<file path="src/rtl/regfile_pkg.sv">
// Shared register-file constants and write-back requester indices.
package regfile_pkg;

    localparam int RF_ADDR_W   = 4;
    localparam int RF_DATA_W   = 32;
    localparam int RF_NUM_REGS = 16;
    localparam int REG_PU      = 13;
    localparam int REG_SP      = 14;
    localparam int REG_PC      = 15;

    typedef enum logic [1:0] {
        WB_ALU = 2'd0,
        WB_MEM = 2'd1,
        WB_VEC = 2'd2
    } wb_req_e;

endpackage

</file>
<file path="src/rtl/rr_arbiter.sv">
// Generic N-way one-hot arbiter: round-robin from a rotating pointer, or fixed
// priority (lowest index) when rr_mode is low. Only the pointer is registered.
module rr_arbiter #(
    parameter int N = 3,
    localparam int PW = (N > 1) ? $clog2(N) : 1
) (
    input  logic         clk,
    input  logic         rst,
    input  logic         rr_mode,
    input  logic         en,
    input  logic [N-1:0] req,
    output logic [N-1:0] grant
);

    logic [PW-1:0] ptr_reg;
    logic [PW-1:0] ptr_next;
    logic [PW-1:0] win_idx;
    logic          found;
    int            idx;

    always_comb begin
        grant   = '0;
        win_idx = '0;
        found   = 1'b0;
        idx     = 0;
        for (int k = 0; k < N; k++) begin
            idx = rr_mode ? ((int'(ptr_reg) + k) % N) : k;
            if (en && !found && req[idx]) begin
                grant[idx] = 1'b1;
                win_idx    = PW'(idx);
                found      = 1'b1;
            end
        end
    end

    // In fixed-priority mode the pointer never leaves 0.
    always_comb begin
        ptr_next = ptr_reg;
        if (found && rr_mode) begin
            ptr_next = (win_idx == PW'(N - 1)) ? '0 : win_idx + 1'b1;
        end
    end

    always_ff @(posedge clk or posedge rst) begin
        if (rst) begin
            ptr_reg <= '0;
        end else begin
            ptr_reg <= ptr_next;
        end
    end

endmodule

</file>
<file path="src/rtl/regfile_write_arbiter.sv">
// Shares the register-file write port among N_REQ write-back requesters and
// registers the winning write; also exports a pending mask and a stall counter.
module regfile_write_arbiter
    import regfile_pkg::*;
#(
    parameter int N_REQ  = 3,
    parameter int ADDR_W = RF_ADDR_W,
    parameter int DATA_W = RF_DATA_W,
    parameter int RR_EN  = 1
) (
    input  logic                      clk,
    input  logic                      rst,
    input  logic                      hold,
    input  logic [N_REQ-1:0]          req_valid,
    output logic [N_REQ-1:0]          req_ready,
    input  logic [N_REQ*ADDR_W-1:0]   req_addr,
    input  logic [N_REQ*DATA_W-1:0]   req_data,
    output logic                      rf_we,
    output logic [ADDR_W-1:0]         rf_waddr,
    output logic [DATA_W-1:0]         rf_wdata,
    output logic [(2**ADDR_W)-1:0]    pending_mask,
    output logic [15:0]               stall_cnt
);

    logic [ADDR_W-1:0] addr_arr [N_REQ];
    logic [DATA_W-1:0] data_arr [N_REQ];
    logic [N_REQ-1:0]  grant;
    logic              arb_en;
    logic              transfer;
    logic              waiting;
    logic [ADDR_W-1:0] win_addr;
    logic [DATA_W-1:0] win_data;

    logic              rf_we_reg;
    logic [ADDR_W-1:0] rf_waddr_reg;
    logic [DATA_W-1:0] rf_wdata_reg;
    logic [15:0]       stall_cnt_reg;
    logic [15:0]       stall_cnt_next;

    for (genvar gi = 0; gi < N_REQ; gi++) begin : g_unpack
        assign addr_arr[gi] = req_addr[gi*ADDR_W +: ADDR_W];
        assign data_arr[gi] = req_data[gi*DATA_W +: DATA_W];
    end

    // Grants are suppressed while held or in reset so no handshake completes.
    assign arb_en = !hold && !rst;

    rr_arbiter #(
        .N(N_REQ)
    ) u_arb (
        .clk     (clk),
        .rst     (rst),
        .rr_mode (RR_EN != 0),
        .en      (arb_en),
        .req     (req_valid),
        .grant   (grant)
    );

    assign req_ready = grant;
    assign transfer  = |grant;
    assign waiting   = |(req_valid & ~grant);

    always_comb begin
        win_addr = '0;
        win_data = '0;
        for (int i = 0; i < N_REQ; i++) begin
            if (grant[i]) begin
                win_addr = addr_arr[i];
                win_data = data_arr[i];
            end
        end
    end

    always_comb begin
        stall_cnt_next = stall_cnt_reg;
        if (!hold && waiting && stall_cnt_reg != 16'hFFFF) begin
            stall_cnt_next = stall_cnt_reg + 16'd1;
        end
    end

    always_ff @(posedge clk or posedge rst) begin
        if (rst) begin
            rf_we_reg     <= 1'b0;
            rf_waddr_reg  <= '0;
            rf_wdata_reg  <= '0;
            stall_cnt_reg <= '0;
        end else begin
            rf_we_reg     <= transfer;
            stall_cnt_reg <= stall_cnt_next;
            if (transfer) begin
                rf_waddr_reg <= win_addr;
                rf_wdata_reg <= win_data;
            end
        end
    end

    for (genvar gi = 0; gi < 2**ADDR_W; gi++) begin : g_pending
        assign pending_mask[gi] = rf_we_reg && (rf_waddr_reg == ADDR_W'(gi));
    end

    assign rf_we     = rf_we_reg;
    assign rf_waddr  = rf_waddr_reg;
    assign rf_wdata  = rf_wdata_reg;
    assign stall_cnt = stall_cnt_reg;

endmodule
</file>
<file path="config.mk">
export PLATFORM = sky130hd
export DESIGN_NAME = regfile_write_arbiter
export DESIGN_NICKNAME = d
export VERILOG_FILES = /design/src/rtl/regfile_pkg.sv /design/src/rtl/rr_arbiter.sv /design/src/rtl/regfile_write_arbiter.sv
export SDC_FILE = /design/constraint.sdc
export NUM_CORES = 1
export LEC_CHECK = 0
export BUFFER_PORTS_ARGS = -buffer_cell sky130_fd_sc_hd__buf_4
export CAP_MARGIN = 25
export CORE_MARGIN = 5
export CORE_UTILIZATION = 45
export CTS_CLUSTER_DIAMETER = 30
export DETAILED_ROUTE_END_ITERATION = 10
export GPL_TIMING_DRIVEN = 1
export PLACE_DENSITY = 0.85
export SYNTH_ARGS = -nofsm -noshare
export SYNTH_HDL_FRONTEND = slang
export SYNTH_SLANG_ARGS = --single-unit
</file>
<file path="constraint.sdc">
create_clock -name clk -period 3.23 [get_ports clk]
set_input_delay 0.646 -clock clk [delete_from_list [all_inputs] [get_ports clk]]
set_output_delay 0.646 -clock clk [all_outputs]
set_load 0.02 [all_outputs]
</file>
==> reports/metrics.yaml <==
critPathKind: "reg2out"
first_pass_iters: 5
maxCapViolCount: 0
seq_area_frac_synth_pct: 42.3
ctsHoldBuffers: 0
layout_min_cycle_time_ns: 3.11
period_share_pct: 96.3
crit_path_start_kind: "register"
setup_viol: 0
ff2ff_path_depth: 10
antenna_found_initial: 0
area_growth_pct: 50.0
wire_per_inst_um: 18.5
crit_start: "u_arb.ptr_reg[1]"
largest_reg_flops: 32
grt.total_usage_pct: 23.6
synth_top_area_cell: "dfrtp_1"
gp_congestion: 0.875
path_max_fanout: 9
pre_cts_ws_ns: 0.0930
synth_most_common_cell: "a22oi_1"
peakVddDrop_mv: 0.436
synth_top_family_by_area: "compound AO/OA/AOI/OAI gates"
ant_nets: 0
fill_cells: 607
fp.dieH_um: 95.0
max_freq_ghz: 0.322
diodes: 0
syn-num-nets: 454
yosysUniqueCellTypes: 47
fin_skew_ns: 0.0156
wl_mm: 11.4
ctsRootBufferMaster: "clkbuf_8"
placed_area_um2: 4740
r2r_setup_slack_ns: 0.28
netlist_area_um2: 3250
cp.buffers_inverters: 3
cts.clk_slew.worst_paths_ns: 0.11
dp_hpwl_mm: 8.53
slowest_stage: "dfrtp_1"
slew_headroom_pct: 45.7
hold_depth: 1
numPortBuffers: 185
tritoncts: "built"
yosys-top-cells-count: "72 x a22oi_1, 55 x dfrtp_1, 28 x o21ai_0, 17 x nand2_1, 17 x nor2_1"
tightest_slew_ns: 0.810
crit_cells: 8
critical_path.top_delay_family: "simple AND/OR/NAND/NOR gates"
finish.utilization_pct: 68.4
synth-edff-count: 0
synth-xor-area-share_pct: 3.23
yosys_warnings: 0
fp.dieW_um: 95.0
max_stage_delay_ns: 0.43
setup_slack_ns: 0.121
ys_async_sr_fraction_pct: 100
drtIter0Drc: 206
status: "complete, no violations"
avgSynthCellArea_um2: 9.71
synthCells: 335
drcViolationCount: 0
grt_pass1_wl_mm: 16.8
io_pins: 186
cts.sinks: 55
htree_levels: 2
cp.arrival_ns: 2.46
worstPathRequired_ns: 2.58
drive_above_1_share_pct: 44.2
hold_viol: 0
clock_latency_ns: 0.31
synth_compound_area_share_pct: 26.5
cts_made_buffers: 5
yosys-top-cells-area: "dfrtp_1 42%, a22oi_1 17%, o21ai_0 4.3%, xor2_1 2.7%, nand2_1 2.0%"
start_util_pct: 45.6
path_cells: "inv_1 > ha_2 > mux2i_4 > o22ai_4 > and3_4 > nor3_4 > inv_2 > buf_4"
design.die.area_um2: 9030
fp-row-count: 31
crit_path_end: "req_ready[0]"
synth_top_area_share_pct: 42.3
drv_slew: 0
r2r_end: "stall_cnt[12]"
p_per_area_nw_per_um2: 771
vias: 3477
worstSetupEndpointType: "output pin"
yosys-mux-area-fraction_pct: 4.04
core_um2: 7140
ys_seq_elements: 55
globalRouteOverflowTotal: 0
p_leak_nw: 2.33
design_area_um2: 4880
ctsLongestPathBuffers: 2
grt_max_degree: 56
first_global_vias: 3395
synth-main-ff-cell: "dfrtp_1"
viasPerCell: 5.65
synth-adder-area-share_pct: 1.92
synthSimpleGateAreaFrac_pct: 17.0
r2r_start: "u_arb.ptr_reg[1]"
hp-class: "reg2reg"
layout.nets: 634
-- layout by cell type, fill, tap and decap left out, types with 2 or more instances in the layout --
cell	instances
clkbuf_8	6
nor3_2	2
nor3_1	9
mux2_2	2
ha_2	2
a21oi_1	2
nor3_4	2
nand2b_1	7
xnor2_1	2
inv_1	6
nor4_1	2
xor2_1	10
nand4_1	2
nand3b_1	3
a22oi_1	72
nor4_2	5
nand2_1	17
o22ai_1	4
dfrtp_1	55
nand3_1	11
o21ai_0	27
o21ai_1	12
nor2_1	17
nor3b_1	2
ha_1	3
and3_1	4
mux2i_1	5
mux2_1	4
buf_4	197
or3_1	3
-- how the worst min path moves through the flow --
stage	start	to	slack, ns
2_1_floorplan	u_arb.ptr_reg[0]	u_arb.ptr_reg[0]	0.56
5_1_grt	req_data[21]	rf_wdata[21]	0.56
4_1_cts	stall_cnt[10]	stall_cnt[10]	0.53
3_3_place_gp	stall_cnt[10]	stall_cnt[10]	0.50
3_5_place_dp	stall_cnt[10]	stall_cnt[10]	0.51
6_report	stall_cnt[10]	stall_cnt[10]	0.53
-- routing by layer --
metal / share of wire [%] / track usage, % / vias up
li1: - / - / 1629
met2: 50 / 41.5 / 154
met1: 39 / 29.0 / 1668
met3: 7.6 / 5.21 / 26
met4: 2.7 / 6.97 / 0
met5: 0 / 0 / -
-- layout make-up --
| class | count | area, um2 | area share, % |
|---|---|---|---|
| clock buffer | 7 | 86.3 | 1.77 |
| clock inverter | 1 | 8.76 | 0.180 |
| inverter | 8 | 33.8 | 0.692 |
| multi-input combinational | 247 | 1750 | 35.9 |
| sequential | 55 | 1380 | 28.2 |
| tap | 99 | 124 | 2.54 |
| timing repair buffer | 198 | 1500 | 30.7 |
-- power breakdown --
group	total [mW]	switching, mW	internal, mW
Combinational	2.16	1.21	0.954
Sequential	1.19	0.228	0.964
Clock	0.409	0.232	0.177
Total	3.76	1.67	2.10
-- cells by family (layout without fill, tap and decap cells) --
logic type,count (synthesis),count (layout)
mux,12,12
compound gates,125,125
xor+xnor,12,12
simple gates,92,93
buf+inv,34,214
fa+ha+maj,5,5
flops,55,55
-- what timing repair did --
action                                  4_1_cts  5_1_grt
setup buffers                                 0        2
gates resized for setup                       0        3
endpoints found under the setup margin        0       31
-- per-stage QoR --
| stage | cells | TNS [ns] | power, mW | hold WS (ns) |
|---|---|---|---|---|
| finish | 615 | 0 | 3.76 | 0.526 |
| global route | 615 | -0.0253 | 4.02 | 0.555 |
| CTS | 612 | 0 | 3.75 | 0.531 |
| detailed placement | 604 | 0 | 3.33 | 0.513 |
| global placement | 604 | 0 | 3.27 | 0.499 |
| floorplan | 335 | 0 | 2.49 | 0.556 |
Power figures use the tool's default switching activity.
